===== config.mk =====
export PLATFORM = sky130hd
export DESIGN_NAME = dp_vec_loader
export DESIGN_NICKNAME = d
export VERILOG_FILES = /design/src/rtl/dp_vec_loader.sv
export SDC_FILE = /design/constraint.sdc
export NUM_CORES = 1
export LEC_CHECK = 0
export ABC_AREA = 1
export CAP_MARGIN = 20
export CORE_UTILIZATION = 44
export DETAILED_ROUTE_END_ITERATION = 6
export HOLD_SLACK_MARGIN = 0.08
export PLACE_DENSITY = 0.84
export SKIP_CTS_REPAIR_TIMING = 1
export SLEW_MARGIN = 40
export SYNTH_ARGS = -nofsm -noshare
export SYNTH_HDL_FRONTEND = slang
export SYNTH_SLANG_ARGS = --single-unit

===== constraint.sdc =====
create_clock -name clk -period 3.63 [get_ports clk]
set_clock_uncertainty 0.1 [all_clocks]
set_input_delay 0.726 -clock clk [delete_from_list [all_inputs] [get_ports clk]]
set_output_delay 0.726 -clock clk [all_outputs]
set_load 0.02 [all_outputs]

===== src/rtl/dp_vec_loader.sv =====
// Operand-vector loader for the 4D dot-product unit: gathers up to four (a,b) beats
// into lanes, zero-fills short vectors and hands them downstream via valid/ready.
module dp_vec_loader #(
  parameter int unsigned WIDTH = 32,
  parameter int unsigned CNT_W = 16
) (
  input  logic             clk,
  input  logic             rst_n,
  input  logic             in_valid,
  output logic             in_ready,
  input  logic [WIDTH-1:0] in_a,
  input  logic [WIDTH-1:0] in_b,
  input  logic             in_last,
  output logic             out_valid,
  input  logic             out_ready,
  output logic [WIDTH-1:0] data_a0,
  output logic [WIDTH-1:0] data_a1,
  output logic [WIDTH-1:0] data_a2,
  output logic [WIDTH-1:0] data_a3,
  output logic [WIDTH-1:0] data_b0,
  output logic [WIDTH-1:0] data_b1,
  output logic [WIDTH-1:0] data_b2,
  output logic [WIDTH-1:0] data_b3,
  output logic [1:0]       lane_idx,
  output logic [CNT_W-1:0] vec_cnt
);

  typedef enum logic {FILL, HOLD} state_e;

  state_e           state_q, state_d;
  logic [1:0]       lane_idx_q, lane_idx_d;
  logic [CNT_W-1:0] vec_cnt_q, vec_cnt_d;
  logic [WIDTH-1:0] a_q [4];
  logic [WIDTH-1:0] a_d [4];
  logic [WIDTH-1:0] b_q [4];
  logic [WIDTH-1:0] b_d [4];
  logic             accept;
  logic             handoff;

  assign out_valid = (state_q == HOLD);
  assign in_ready  = (state_q == FILL) || out_ready;
  assign accept    = in_valid && in_ready;
  assign handoff   = out_valid && out_ready;

  always_comb begin
    state_d    = state_q;
    lane_idx_d = lane_idx_q;
    vec_cnt_d  = vec_cnt_q;
    a_d        = a_q;
    b_d        = b_q;

    // A hand-off drops back to FILL first; a same-cycle accept (only possible with
    // lane_idx==0) then proceeds exactly like a lane-0 beat in FILL.
    if (handoff) begin
      vec_cnt_d = vec_cnt_q + CNT_W'(1);
      state_d   = FILL;
    end

    if (accept) begin
      if (lane_idx_q == 2'd0) begin
        a_d[1] = '0;
        a_d[2] = '0;
        a_d[3] = '0;
        b_d[1] = '0;
        b_d[2] = '0;
        b_d[3] = '0;
      end
      a_d[lane_idx_q] = in_a;
      b_d[lane_idx_q] = in_b;
      if ((lane_idx_q == 2'd3) || in_last) begin
        state_d    = HOLD;
        lane_idx_d = '0;
      end else begin
        lane_idx_d = lane_idx_q + 2'd1;
      end
    end
  end

  always_ff @(posedge clk or negedge rst_n) begin
    if (!rst_n) begin
      state_q    <= FILL;
      lane_idx_q <= '0;
      vec_cnt_q  <= '0;
      a_q        <= '{default: '0};
      b_q        <= '{default: '0};
    end else begin
      state_q    <= state_d;
      lane_idx_q <= lane_idx_d;
      vec_cnt_q  <= vec_cnt_d;
      a_q        <= a_d;
      b_q        <= b_d;
    end
  end

  assign data_a0  = a_q[0];
  assign data_a1  = a_q[1];
  assign data_a2  = a_q[2];
  assign data_a3  = a_q[3];
  assign data_b0  = b_q[0];
  assign data_b1  = b_q[1];
  assign data_b2  = b_q[2];
  assign data_b3  = b_q[3];
  assign lane_idx = lane_idx_q;
  assign vec_cnt  = vec_cnt_q;

endmodule


# == After elaboration in Yosys (flattened, before gate mapping) ==
# Cells that the tools add are included.
# op_classes
n_reduce_logical,6
n_bitwise,2
add_sub_neg,2
n_eq_ne,1
n_lt_le_gt_ge,2
n_div,0
muxes,12
n_mul,0
n_shift,0
# op_table
operator,n
$mux 96,4
$bwmux 128,2
$demux 32 s2,1
$mux 32,1
$add 16x1->16 const B,1
$ge 3x3->1 const B,1
$logic_and 1x1->1,3
$lt 3x1->1 const B,1
$mux 1,3
$not 2->3,1
$add 2x1->2 const B,1
$eq 2x2->1 const B,1
$logic_not 2->1,1
$logic_or 1x1->1,2
$mux 2,1
$not 1->1,1
# word_totals
ram_bits,0
mem_bits_ro,0
wordCells,36
latch_bits,0
in_bits,69
reg_bits,275
n_memories,0

# == Depth between registers and ports, before layout ==
# logic_depth
ltp_word,6
mapped_depth,9
ltp_nobuf,7

# == Worst setup path before layout ==
# No wires, ideal clock.
# synth_path
path_kind,input-to-reg
start,input out_ready
end,"register a_q, in the netlist data_a2[10]"
arrival_time_ps,1583
setup_slack_ps,1821
t_required_ps,3404
cell_stages,9
n_path_buf,2
path_cell_list,inv_1 > nand2_2 > nand2_4 > inv_4 > nand2_2 > buf_6 > buf_4 > nand3_1 > o21ai_0
# synth_via
elab_chain_cells,2
# synth_lines
item,line,text
start: declaration,15,"input logic out_ready,"
$logic_or 1x1->1,41,assign in_ready = (state_q == FILL) || out_ready;
via in_ready,10,"output logic in_ready,"
$logic_and 1x1->1,42,assign accept = in_valid && in_ready;
end signal: assignment,84,a_q <= '{default: '0};
end signal: assignment,90,a_q <= a_d;
end: declaration,33,logic [WIDTH-1:0] a_q [4];
# The timed path passes the listed nets, and every way through them passes these cells.
# A chain may end at the register's enable or synchronous reset.

# == Worst setup path after layout ==
# layout_path
start,input out_ready
end,output in_ready
# layout_via
elab_chain_cells,1
# layout_lines
item,line
$logic_or 1x1->1,41
end: declaration,10
# Every way passes these cells.

==> results.sh <==
export IMPL_grt_pass1_wl_um=50720
export IMPL_yosys_warnings=0
export IMPL_reg2reg_to="data_a1[14]$_DFFE_PN0P_"
export IMPL_clockBufferDepth=3
export IMPL_clk_pin_slew_ns=0.06
export IMPL_finalWeightedCongestion=0.8491
export IMPL_dieWidth_um=160.0
export IMPL_setup_slack_ns=0.8337
export IMPL_drv_cap=0
export IMPL_viasPerCell=5.359
export IMPL_critPathMaxStageDelay_ns=0.62
export IMPL_rr_worst_depth=7
export IMPL_timing_final_crit_share_pct=77.03
export IMPL_die_h_um=160.0
export IMPL_yosys_top_cells_count="275 x dfrtp_1, 202 x nand3_1, 195 x o21ai_0, 156 x nand2_1, 81 x inv_1"
export IMPL_setup_violations=0
export IMPL_slowest_stage="clkdlybuf4s50_1"
export IMPL_hp_class="primary input to asynchronous set/reset pin"
export IMPL_maxSlewHeadroom_pct=49.86
export IMPL_cts_root_buf="clkbuf_16"
export IMPL_cell_internal_pwr_w=0.007151
export IMPL_track_usage_pct=24.72
export IMPL_maxSlewViolCount=0
export IMPL_rsz0062_at_grt="false"
export IMPL_tns_ns=0
export IMPL_clock_latency_ns=0.54
export IMPL_antenna_found_initial=0
export IMPL_placed_area_um2=14460
export IMPL_layout_nets=1483
export IMPL_core_um2=24390
export IMPL_yosys_cell_count_top_type="dfrtp_1"
export IMPL_die_area_um2=25590
export IMPL_grt_pass1_vias=9353
export IMPL_worstSetupEndpointType="output pin"
export IMPL_required_ns=2.80
export IMPL_path_max_fanout=3
export IMPL_synth_top_area_cell="dfrtp_1"
export IMPL_syn_mean_instance_area_um2=10.00
export IMPL_ir_drop_v=0.0004039
export IMPL_pwr_share_comb_pct=35.4
export IMPL_critical_path_buf_inv_count=3
export IMPL_power_leakage_nw=7.172
export IMPL_r2r_start="out_valid$_DFF_PN0_"
export IMPL_fin_crit_ns=2.796
export IMPL_syn_cell_area_um2=10980
export IMPL_vias=9389
export IMPL_synth_seq_area_share_pct=62.67
export IMPL_reg2reg_slack_ns=1.40
export IMPL_wire_per_inst_um=18.11
export IMPL_fmax_mhz=357.6
export IMPL_worstPathArrival_ns=1.97
export IMPL_cp_top_family="buffers and inverters"
export IMPL_ioPinCount=345
export IMPL_synth_ff_type="dfrtp_1"
export IMPL_stdcell_area_um2=15390
export IMPL_seqPwrFrac_pct=38.5
export IMPL_crit_top_cell="clkdlybuf4s50_1"
export IMPL_start_util_pct=45.02
export IMPL_postRouteAntennaNets=0
export IMPL_diodes=0
export IMPL_run_status="finished, final reports clean"
export IMPL_dp_hpwl_um=21310
export IMPL_cts_sinks=275
export IMPL_placed_cells=1703
export IMPL_p_sw_w=0.003865
export IMPL_gr_total_overflow=0
export IMPL_switching_share_pct=35.08
export IMPL_worst_setup_path_type="primary input to output pin"
export IMPL_drt_total_wl_um=31740
export IMPL_synth_top_area_share_pct=62.67
export IMPL_h_tree_depth=1
export IMPL_drt_iter0_markers=781
export IMPL_instances_no_fill=1752
export IMPL_io_buffers=344
export IMPL_syn_nets=1172
export IMPL_worst_slew_pin_slew_ns=0.7522
export IMPL_drive_above_1_share_pct=5.252
export IMPL_syn_inst=1098
export IMPL_num_rows=57
export IMPL_holdWs_ns=0.1102
export IMPL_synthArstFlopShare_pct=100.0
export IMPL_crit_chain="clkdlybuf4s50_1 > inv_1 > nand2_2 > clkdlybuf4s50_1"
export IMPL_preCtsSetupSlack_ns=0.6124
export IMPL_synth_cell_types=21
export IMPL_cts_made_buffers=28
export IMPL_synth_edf_count=0
export IMPL_synthTopCellsByArea="dfrtp_1 63%, nand3_1 9.2%, o21ai_0 8.9%, nand2_1 5.3%, o21ai_1 3.0%"
export IMPL_power_frac_clock_pct=26.1
export IMPL_ys_ff_latch=275
export IMPL_powerDensity_nw_per_um2=715.8
export IMPL_drc_errors=0
export IMPL_cp_start_kind="primary input"
export IMPL_cts_tree="yes"
export IMPL_grt_max_degree=111
export IMPL_final_hold_violation_count=0
export IMPL_areaGrowthSynthToFinish_pct=40.16
export IMPL_firstDrtPassIters=6
[per-stage QoR]
stage,power [W],utilization [%]
final,0.01102,63.10
after global routing,0.01151,63.10
after CTS,0.01109,63.10
after detailed placement,0.008170,59.29
after global placement,0.008065,59.29
after floorplan,0.006162,-
[kinds of logic after synthesis]
kind of cell / count (synthesis) / share of synthesized area (%)
AO/OA/AOI/OAI: 260 / 11.85
XOR/XNOR: 10 / 0.7977
adder cells (fa/ha/maj): 5 / 0.5697
buffers and inverters: 165 / 8.261
flip-flops: 275 / 62.67
AND/OR/NAND/NOR: 383 / 15.85
[per-layer routing]
layer	routed length (um)	share of wire (%)	GRT usage, %
met2	15410	49	41.52
met4	1183	3.7	9.307
met3	2752	8.7	6.286
met5	0	0	0
met1	12390	39	30.75
[layout by cell type (no fill, tap or decap), types with 2 or more instances in the layout]
cell	synthesis	routed
nand4_1	6	6
nand3_1	202	202
o21ai_0	195	195
nor2_1	10	10
dfrtp_1	275	275
ha_2	0	2
clkdlybuf4s50_1	0	343
xnor2_1	7	7
bufinv_16	0	2
o21ai_1	65	65
xor2_1	3	3
nand2_4	2	3
nor3_1	2	2
nand2_1	156	156
buf_12	0	4
clkinv_2	0	4
buf_4	15	16
clkbuf_16	0	28
inv_1	81	81
clkbuf_8	0	7
clkbuf_1	20	5
ha_1	5	3
[worst max path at each step]
stage	start	endpoint	slack, ns	depth (start not counted)
finish	out_ready	in_ready	0.83	4
global route	out_ready	in_ready	0.80	4
CTS	out_ready	in_ready	0.83	4
detailed placement	out_ready	data_a2[24]$_DFFE_PN0P_	0.61	9
global placement	out_ready	data_a2[15]$_DFFE_PN0P_	0.70	9
floorplan	out_ready	data_a2[10]$_DFFE_PN0P_	1.82	9
[registers in the layout (all words and copies together) (netlist names)]
signal / cells
data_a3: 32
data_a2: 32
data_b3: 32
data_b1: 32
vec_cnt: 16
lane_idx: 2
data_a1: 32
out_valid: 1
data_a0: 32
data_b0: 32
data_b2: 32
[power by group through the flow]
stage               Sequential (W)  Combinational (W)  Clock [W]
finish                     0.00424            0.00390    0.00288
global route               0.00432            0.00415    0.00304
CTS                        0.00423            0.00393    0.00293
detailed placement         0.00426            0.00391          0
global placement           0.00424            0.00382          0
floorplan                  0.00511            0.00105          0
[final cells by class]
class	count	area, um2
fill	1905	9001
sequential	275	6882
timing repair buffer	364	3649
multi-input combinational	658	3216
clock buffer	40	815.8
tap	324	405.4
inverter	82	310.3
clock inverter	9	112.6
Power figures use the tool's default switching activity.
